File: config.mk
export PLATFORM = sky130hd
export DESIGN_NAME = mux_nto1_pipe
export DESIGN_NICKNAME = d
export VERILOG_FILES = /design/src/rtl/mux_pkg.sv /design/src/rtl/mux_nto1_pipe_scan_ptr_ctr.sv /design/src/rtl/mux_nto1_pipe.sv
export SDC_FILE = /design/constraint.sdc
export NUM_CORES = 1
export LEC_CHECK = 0
export ABC_AREA = 1
export CELL_PAD_IN_SITES_DETAIL_PLACEMENT = 1
export CELL_PAD_IN_SITES_GLOBAL_PLACEMENT = 2
export CORE_UTILIZATION = 13
export DETAILED_ROUTE_END_ITERATION = 10
export PLACE_DENSITY_LB_ADDON = 0.1
export SLEW_MARGIN = 15
export SYNTH_ARGS = -nofsm -noshare
export SYNTH_HDL_FRONTEND = slang
export SYNTH_SLANG_ARGS = --single-unit
File: constraint.sdc
create_clock -name clk -period 4.76 [get_ports clk]
set_clock_uncertainty 0.05 [all_clocks]
set_input_delay 0.476 -clock clk [delete_from_list [all_inputs] [get_ports clk]]
set_output_delay 0.476 -clock clk [all_outputs]
set_load 0.1 [all_outputs]
File: src/rtl/mux_pkg.sv
// Shared definitions for the pipelined N-to-1 word selector.
// Optional feature macro: MUX_PARITY_EN (adds out_parity on the top).
package mux_pkg;

  typedef enum logic {
    MODE_DIRECT = 1'b0,
    MODE_SCAN   = 1'b1
  } mode_e;

  // Index width for n entries, never less than one bit.
  function automatic int clog2_min1(input int n);
    int w;
    w = $clog2(n);
    return (w < 1) ? 1 : w;
  endfunction

endpackage

File: src/rtl/mux_nto1_pipe_scan_ptr_ctr.sv
// Round-robin scan pointer for mux_nto1_pipe: counts 0..NUM_CH-1 and wraps.
// cur_ptr is the value to use this cycle: clr forces it to zero immediately,
// and an enable in the same cycle advances from that zero.
module scan_ptr_ctr
  import mux_pkg::*;
#(
  parameter  int NUM_CH = 64,
  localparam int SEL_W  = clog2_min1(NUM_CH)
) (
  input  logic             clk,
  input  logic             rst_n,
  input  logic             clr,
  input  logic             en,
  output logic [SEL_W-1:0] cur_ptr
);

  localparam logic [SEL_W-1:0] LAST = SEL_W'(NUM_CH - 1);

  logic [SEL_W-1:0] ptr;
  logic [SEL_W-1:0] nxt;

  assign cur_ptr = clr ? '0 : ptr;

  // Next pointer: advance with wrap when enabled, else keep the effective value.
  always_comb begin
    nxt = cur_ptr;
    if (en) begin
      nxt = (cur_ptr == LAST) ? '0 : cur_ptr + SEL_W'(1);
    end
  end

  // Pointer register; only moves on clear or advance.
  always_ff @(posedge clk or negedge rst_n) begin
    if (!rst_n) begin
      ptr <= '0;
    end else if (clr || en) begin
      ptr <= nxt;
    end
  end

endmodule

File: src/rtl/mux_nto1_pipe.sv
// Registered N-to-1 word selector with valid/ready output handshake.
// Direct mode picks vault[req_sel]; scan mode walks an internal pointer.
// Optional feature macro: MUX_PARITY_EN (adds out_parity = ^treasure).
module mux_nto1_pipe
  import mux_pkg::*;
#(
  parameter  int NUM_CH = 64,
  parameter  int DATA_W = 8,
  localparam int SEL_W  = clog2_min1(NUM_CH)
) (
  input  logic                     clk,
  input  logic                     rst_n,
  input  logic                     mode,
  input  logic [NUM_CH*DATA_W-1:0] vault,
  input  logic                     req_valid,
  output logic                     req_ready,
  input  logic [SEL_W-1:0]         req_sel,
  output logic                     out_valid,
  input  logic                     out_ready,
  output logic [DATA_W-1:0]        treasure,
  output logic [SEL_W-1:0]         out_sel,
  output logic                     out_last,
  output logic                     sel_err
`ifdef MUX_PARITY_EN
  ,
  output logic                     out_parity
`endif
);

  mode_e            mode_cur;
  mode_e            mode_q;
  logic             scan;
  logic             scan_edge;
  logic             accept;
  logic [SEL_W-1:0] scan_idx;
  logic [SEL_W-1:0] idx;
  logic             oor;
  logic             last_hit;
  logic [DATA_W-1:0] word;

  assign mode_cur  = mode_e'(mode);
  assign scan      = (mode_cur == MODE_SCAN);
  assign scan_edge = scan && (mode_q == MODE_DIRECT);
  assign req_ready = !out_valid || out_ready;
  assign accept    = req_valid && req_ready;

  scan_ptr_ctr #(
    .NUM_CH (NUM_CH)
  ) u_scan_ptr (
    .clk     (clk),
    .rst_n   (rst_n),
    .clr     (scan_edge),
    .en      (accept && scan),
    .cur_ptr (scan_idx)
  );

  // Index actually used for this cycle's request.
  always_comb begin
    idx = req_sel;
    if (scan) begin
      idx = scan_idx;
    end
  end

  // A power-of-two channel count cannot be addressed out of range.
  if (NUM_CH == (1 << SEL_W)) begin : g_full_range
    assign oor = 1'b0;
  end else begin : g_part_range
    assign oor = !scan && (req_sel >= SEL_W'(NUM_CH));
  end

  assign last_hit = scan && (idx == SEL_W'(NUM_CH - 1));

  // Word mux; an out-of-range index matches nothing and yields zero.
  always_comb begin
    word = '0;
    for (int unsigned k = 0; k < NUM_CH; k++) begin
      if (idx == SEL_W'(k)) begin
        word = vault[k*DATA_W +: DATA_W];
      end
    end
    if (oor) begin
      word = '0;
    end
  end

  // Mode history for detecting the direct-to-scan transition.
  always_ff @(posedge clk or negedge rst_n) begin
    if (!rst_n) begin
      mode_q <= MODE_DIRECT;
    end else begin
      mode_q <= mode_cur;
    end
  end

  // Output register: load on accept, drop valid on drain, hold on stall.
  always_ff @(posedge clk or negedge rst_n) begin
    if (!rst_n) begin
      out_valid <= 1'b0;
      treasure  <= '0;
      out_sel   <= '0;
      out_last  <= 1'b0;
      sel_err   <= 1'b0;
    end else if (accept) begin
      out_valid <= 1'b1;
      treasure  <= word;
      out_sel   <= idx;
      out_last  <= last_hit;
      sel_err   <= oor;
    end else if (out_ready) begin
      out_valid <= 1'b0;
    end
  end

`ifdef MUX_PARITY_EN
  // Parity registered alongside treasure; zero word gives zero parity.
  always_ff @(posedge clk or negedge rst_n) begin
    if (!rst_n) begin
      out_parity <= 1'b0;
    end else if (accept) begin
      out_parity <= ^word;
    end
  end
`endif

endmodule

Word-level counts from Yosys, hierarchy flattened
Index checks and enable logic that the tools add are counted.
{"block": "totals", "inputBits": 523, "out_inout_bits": 18, "regBits": 23, "wordCells": 151}
{"block": "op_classes", "n_eq_ne": 64, "bitwise_logic": 1, "reduce_logical": 9, "n_mux": 70, "n_addsub": 1}
{"cell": "$mux W8", "n": 64}
{"cell": "$eq A6 B6 Y1 const B", "n": 33}
{"cell": "$eq A6 B5 Y1 const B", "n": 16}
{"cell": "$eq A6 B4 Y1 const B", "n": 8}
{"cell": "$eq A6 B3 Y1 const B", "n": 4}
{"cell": "$mux W6", "n": 4}
{"cell": "$eq A6 B2 Y1 const B", "n": 2}
{"cell": "$add A6 B1 Y6 const B", "n": 1}
{"cell": "$eq A6 B1 Y1 const B", "n": 1}
{"cell": "$logic_not A6 Y1", "n": 1}
{"cell": "$logic_and A1 B1 Y1", "n": 4}
{"cell": "$logic_or A1 B1 Y1", "n": 2}
{"cell": "$mux W1", "n": 2}
{"cell": "$reduce_bool A2 Y1", "n": 1}
{"cell": "$logic_not A1 Y1", "n": 1}
{"cell": "$not A1 Y1", "n": 1}

Depth between registers and ports, before layout
{"block": "logic_depth", "depth_word": 69, "depth_mapped": 46, "mapped_depth_nobuf": 46}

Hierarchy
Synthesis repeated with hierarchy kept, for this count alone.
{"block": "unflattened", "hier_cells": 1267, "hier_area_um2": 5914.4}
{"mod": "mux_nto1_pipe", "n_inst": 1, "seq_area_each_um2": 425.4, "area_each_um2": 5522.8, "cells_each": 1213}
{"mod": "scan_ptr_ctr", "n_inst": 1, "seq_area_each_um2": 150.1, "area_each_um2": 391.6, "cells_each": 54}

Worst setup path before layout
Ideal clock, no wire load.
{"block": "synth_timing", "kind": "input port to flip-flop", "startpoint": "in mode", "endpoint": "reg treasure[1]", "path_buffers": 1, "setup_ns": 0.120, "required_time_ns": 4.590, "arrival_ns": 3.347, "stages": 45, "setup_slack_ns": 1.243, "path_cell_list": "inv_2 -> nand2_2 -> nand2_2 -> nor2_8 -> inv_8 -> buf_6 -> nor2_2 -> nand2_1 -> nand2_1 -> nor2_1 -> nand4_1 -> nor2_1 -> nand4_1 -> nand2_1 -> nand4_1 -> nand2_1 -> nand4_1 -> nand2_1 -> (+9 left out) -> nand2_1 -> nand4_1 -> nor2_1 -> nand4_1 -> nand2_1 -> nand3_1 -> nand2_1 -> nand3_1 -> nand2_1 -> nand4_1 -> nand2_1 -> nand3_1 -> nand2_1 -> nand3_1 -> nand2_1 -> nand4_1 -> nand2_1 -> nand2_1"}
{"block": "synth_via", "elab_chain_len": 68, "word_cells_on_any_way": 131, "cone_classes": "63 x eq/ne; 66 x mux; 2 x reduce/logical"}
{"element": "start, declared", "line_no": "mux_nto1_pipe.sv:13", "rtl": "input logic mode,"}
{"element": "$logic_and A1 B1 Y1", "line_no": "mux_nto1_pipe.sv:43", "rtl": "assign scan_edge = scan && (mode_q == MODE_DIRECT);"}
{"element": "$mux W6", "line_no": "mux_nto1_pipe_scan_ptr_ctr.sv:22", "rtl": "assign cur_ptr = clr ? '0 : ptr;"}
{"element": "$mux W6 (*)", "line_no": "mux_nto1_pipe.sv:60", "rtl": "if (scan) begin"}
{"element": "$logic_not A6 Y1", "line_no": "mux_nto1_pipe.sv:78", "rtl": "if (idx == SEL_W'(k)) begin"}
{"element": "$mux W8 (63 in a row)", "line_no": "mux_nto1_pipe.sv:78"}
{"element": "$mux W8 (*)", "line_no": "mux_nto1_pipe.sv:78"}
{"element": "end signal, assigned", "line_no": "mux_nto1_pipe.sv:106", "rtl": "treasure <= word;"}
{"element": "end, declared", "line_no": "mux_nto1_pipe.sv:20", "rtl": "output logic [DATA_W-1:0] treasure,"}
Every way passes the cells marked *; elsewhere a longest branch is shown, timed or not.
A chain may end at the register's enable or synchronous reset.

Worst setup path in the final report
{"block": "layout_timing", "startpoint": "reg mode_q", "endpoint": "reg treasure[2]"}
{"block": "layout_via", "elab_chain_len": 69, "word_cells_on_any_way": 132, "cone_classes": "63 x eq/ne; 66 x mux; 1 x bitwise; 2 x reduce/logical"}
{"element": "start, declared", "line_no": "mux_nto1_pipe.sv:31", "rtl": "mode_e mode_q;"}
{"element": "start signal, assigned", "line_no": "mux_nto1_pipe.sv:92", "rtl": "mode_q <= mode_cur;"}
{"element": "$not A1 Y1 (*)", "line_no": "mux_nto1_pipe.sv:43"}
{"element": "$logic_and A1 B1 Y1 (*)", "line_no": "mux_nto1_pipe.sv:43"}
{"element": "$mux W6 (*)", "line_no": "mux_nto1_pipe_scan_ptr_ctr.sv:22"}
{"element": "$mux W6 (*)", "line_no": "mux_nto1_pipe.sv:60"}
{"element": "$logic_not A6 Y1", "line_no": "mux_nto1_pipe.sv:78"}
{"element": "$mux W8 (63 in a row)", "line_no": "mux_nto1_pipe.sv:78"}
{"element": "$mux W8 (*)", "line_no": "mux_nto1_pipe.sv:78"}
Marked as above.

==> results.md <==
* Setup violations, final at 0
* CP most frequent cell: nand4_1
* Initial DRC count at 325
* Worst skew pair latency at 0.26 ns
* Post-synth top cells: nand2_1 (533), inv_1 (154), nor2_1 (132)
* Post-synth top area share at 33.9%
* RSZ-0062 raised after global routing: yes
* Final wirelength at 49,500 um
* Initial Utilization at 13.3%
* Share of layout cells above drive strength 1 at 15.8%
* Sequential area share after synthesis at 9.74%
* Clock share of power at 10.2%
* NumNets Final at 2,428
* Max VDD drop at 215 uV
* Outcome: completed
* Layout area overhead at 129%
* Main synth FF type: dfrtp_1
* Largest stage delay, worst path at 0.48 ns
* DRC viols at 0
* Post-Layout Cell Count at 2,501
* Top-count cell post-synth: nand2_1
* CTS tree: yes
* Clk root buf: clkbuf_16
* Final min period at 4.56 ns
* Register area at 577 um2
* Period utilisation layout at 95.7%
* Routability cong. at 0.865
* PD cells at 134 nW/um2
* Synth Instances at 1,226
* Top cell type by total area after synthesis: nand2_1
* # rows at 77
* CP Launch Point: mode_q
* CTS H-tree depth at 1
* Routed Antenna Nets at 0
* EDFF count, synth at 0
* Post-synth ARST share at 100%
* Sequential Power Share at 13.8%
* F_max at 0.219 GHz
* Psw at 808 uW
* WS Path Type: reg -> reg
* Worst hold path class: in -> reg
* Pre-CTS WS at -0.958 ns
* WP data required at 4.86 ns
* Reg2Reg Depth at 42
* Internal power at 1.01 mW
* First-pass GRT wire length at 71,800 um
* CP max stage cell: dfrtp_2
* Fin. max-slew vios at 0
* WP data arrival at 4.66 ns
* Syn Area/Cell at 4.82 um2
* PortBufs at 539
* R2r startpoint: mode_q
* # IOs at 541
* Max cap viols at 0
* R2R Setup Slk at 0.20 ns
* Netlist cell types at 36
* Endpoint type of the worst setup path: register
* Total GRT Usage at 20.6%
* Core Area at 44,500 um2
* Vias in the first global route at 11,071
* Most area-consuming cells after synthesis: nand2_1 (34%), nand4_1 (10%), inv_1 (9.8%), dfrtp_1 (9.7%), nor2_1 (8.4%)
* CP endpoint: treasure[2]
* Mapped cell area at 5910 um2
* Combinational share of power at 75.9%
* Dpl cells at 2,470
* Syn nets at 1,750
* Grt ovf at 0
* Fin. Hold Viols at 0
* CTS buffer count at 3
* Max Fanout on Critical Path at 7
* HPWL after detailed placement at 43,900 um
* Reg-to-reg endpoint: treasure[2]
* Worst rel slew slack at 29.2%
* Startpoint types: register
* Least-Margin Pin Slew at 1.06 ns
* Largest net degree at the start of global routing at 24
* Flops & latches, synth at 23
* Pre-Repair DR Iteration Count at 4
* Die area at 46,300 um2
* Synthesis Warnings at 0
* Lkg Pwr at 5.72 nW
* CTS Sinks at 23
* Chip height at 215 um
* Per-cell routed wire length at 19.8 um
* Area of the multi-input gates at 4840 um2
* Setup ws final at 0.202 ns
* Switching Share at 44.5%
* Fillers at 5,739
* Vias at 10,317
* CTS clk-pin slew, worst paths at 0.06 ns
* Die W at 215 um
* Initial antenna violation count at 11
* WHS at 0.390 ns
* CTS Buffer Depth at 2
* Vias per inst at 4.13
[worst min-delay path by stage]
| stage | start | end | slack (ns) | cells past startpoint |
|---|---|---|---|---|
| floorplan | rst_n | mode_q | 0.13 | 0 |
| global placement | treasure[3] | treasure[3] | 0.41 | 2 |
| detailed placement | treasure[5] | treasure[5] | 0.42 | 2 |
| CTS | mode | mode_q | 0.37 | 1 |
| global route | mode | mode_q | 0.38 | 1 |
| finish | mode | mode_q | 0.39 | 1 |
[kinds of logic (layout without fill, tap and decap cells)]
family | Yosys count | count (layout) | synth area share [%]
AND/OR/NAND/NOR | 898 | 898 | 67.4
buffers and inverters | 186 | 863 | 12.2
AO/OA/AOI/OAI | 114 | 114 | 9.95
flip-flops | 23 | 23 | 9.74
XOR/XNOR | 3 | 3 | 0.445
adder cells (fa/ha/maj) | 1 | 1 | 0.212
other | 1 | 7 | 0.0635
[critical path: cells and delay by family (launching register included)]
kind | cells | cell delay (ns)
buffers and inverters | 3 | 0.33
AND/OR/NAND/NOR | 38 | 3.49
flip-flops | 1 | 0.48
AO/OA/AOI/OAI | 1 | 0.12
[cell usage in the layout (no fill, tap or decap), drive strengths merged]
master         synthesis  layout
a22oi                  1       1
xnor2                  2       2
and3                   1       1
dlygate4sd2            0       6
a21oi                 87      87
xor2                   1       1
clkinv                 1       1
nand2                548     548
buf                    7     153
diode                  0       6
nor3b                  5       5
o22ai                  1       1
o21ai                 20      20
clkbuf                11       3
ha                     1       1
o21bai                 1       1
or2                   47      47
conb                   1       1
inv                  167     167
o211ai                 1       1
o31ai                  2       2
nor3                   3       3
nor2                 149     149
a311oi                 1       1
clkdlybuf4s50          0     532
clkinvlp               0       1
dfrtp                 23      23
nand4                 96      96
nand3                 49      49
[per-stage QoR]
| step | area [um2] | setup TNS [ns] | power [mW] | utilization [%] |
|---|---|---|---|---|
| 6_report | 13500 | 0 | 1.81 | 30.4 |
| 5_1_grt | 13500 | -2.48 | 1.96 | 30.4 |
| 4_1_cts | 13400 | -0.0908 | 1.83 | 30.0 |
| 3_5_place_dp | 13000 | -5.13 | 1.59 | 29.2 |
| 3_3_place_gp | 13000 | -4.82 | 1.59 | 29.2 |
| 2_1_floorplan | 5910 | 0 | 0.822 | - |
[power by group through the flow]
| stage | Combinational, mW | Sequential [mW] | Clock, mW |
|---|---|---|---|
| CTS | 1.39 | 0.251 | 0.193 |
| floorplan | 0.375 | 0.447 | 0 |
| global route | 1.50 | 0.256 | 0.200 |
| detailed placement | 1.34 | 0.252 | 0 |
| finish | 1.38 | 0.251 | 0.186 |
| global placement | 1.34 | 0.252 | 0 |
[routing by layer]
layer | part of all wire (%) | GRT usage [%] | wire length [um] | vias up
li1 | - | - | - | 5238
met2 | 52 | 38.7 | 25600 | 291
met1 | 42 | 24.5 | 20800 | 4754
met5 | 0.14 | 0 | 69 | -
met3 | 5.6 | 4.09 | 2780 | 24
met4 | 0.54 | 2.13 | 267 | 10
[repair_timing]
item / 4_1_cts / 5_1_grt
pin swaps: 43 / 68
resized for setup: 58 / 34
cloned: 0 / 0
buffers inserted: 22 / 4
hold buffers: 0 / 0
hold endpoints to repair: 0 / 0
setup endpoints to repair: 8 / 8
[layout make-up]
class                           instances  share of cell area [%]
Sequential cell                        23                    4.26
Clock buffer                            3                   0.555
Timing Repair Buffer                  691                    49.0
Inverter                              168                    4.79
Antenna cell                            6                   0.111
Multi-Input combinational cell       1017                    35.7
Tap cell                              592                    5.47
Clock inverter                          1                  0.0555
[registers in the layout, summed over array words and instances, names as in the netlist]
signal	flops
mode_q	1
out_last	1
out_valid	1
u_scan_ptr.ptr	6
treasure	8
out_sel	6
No activity file was read; power rests on OpenSTA's default activity.
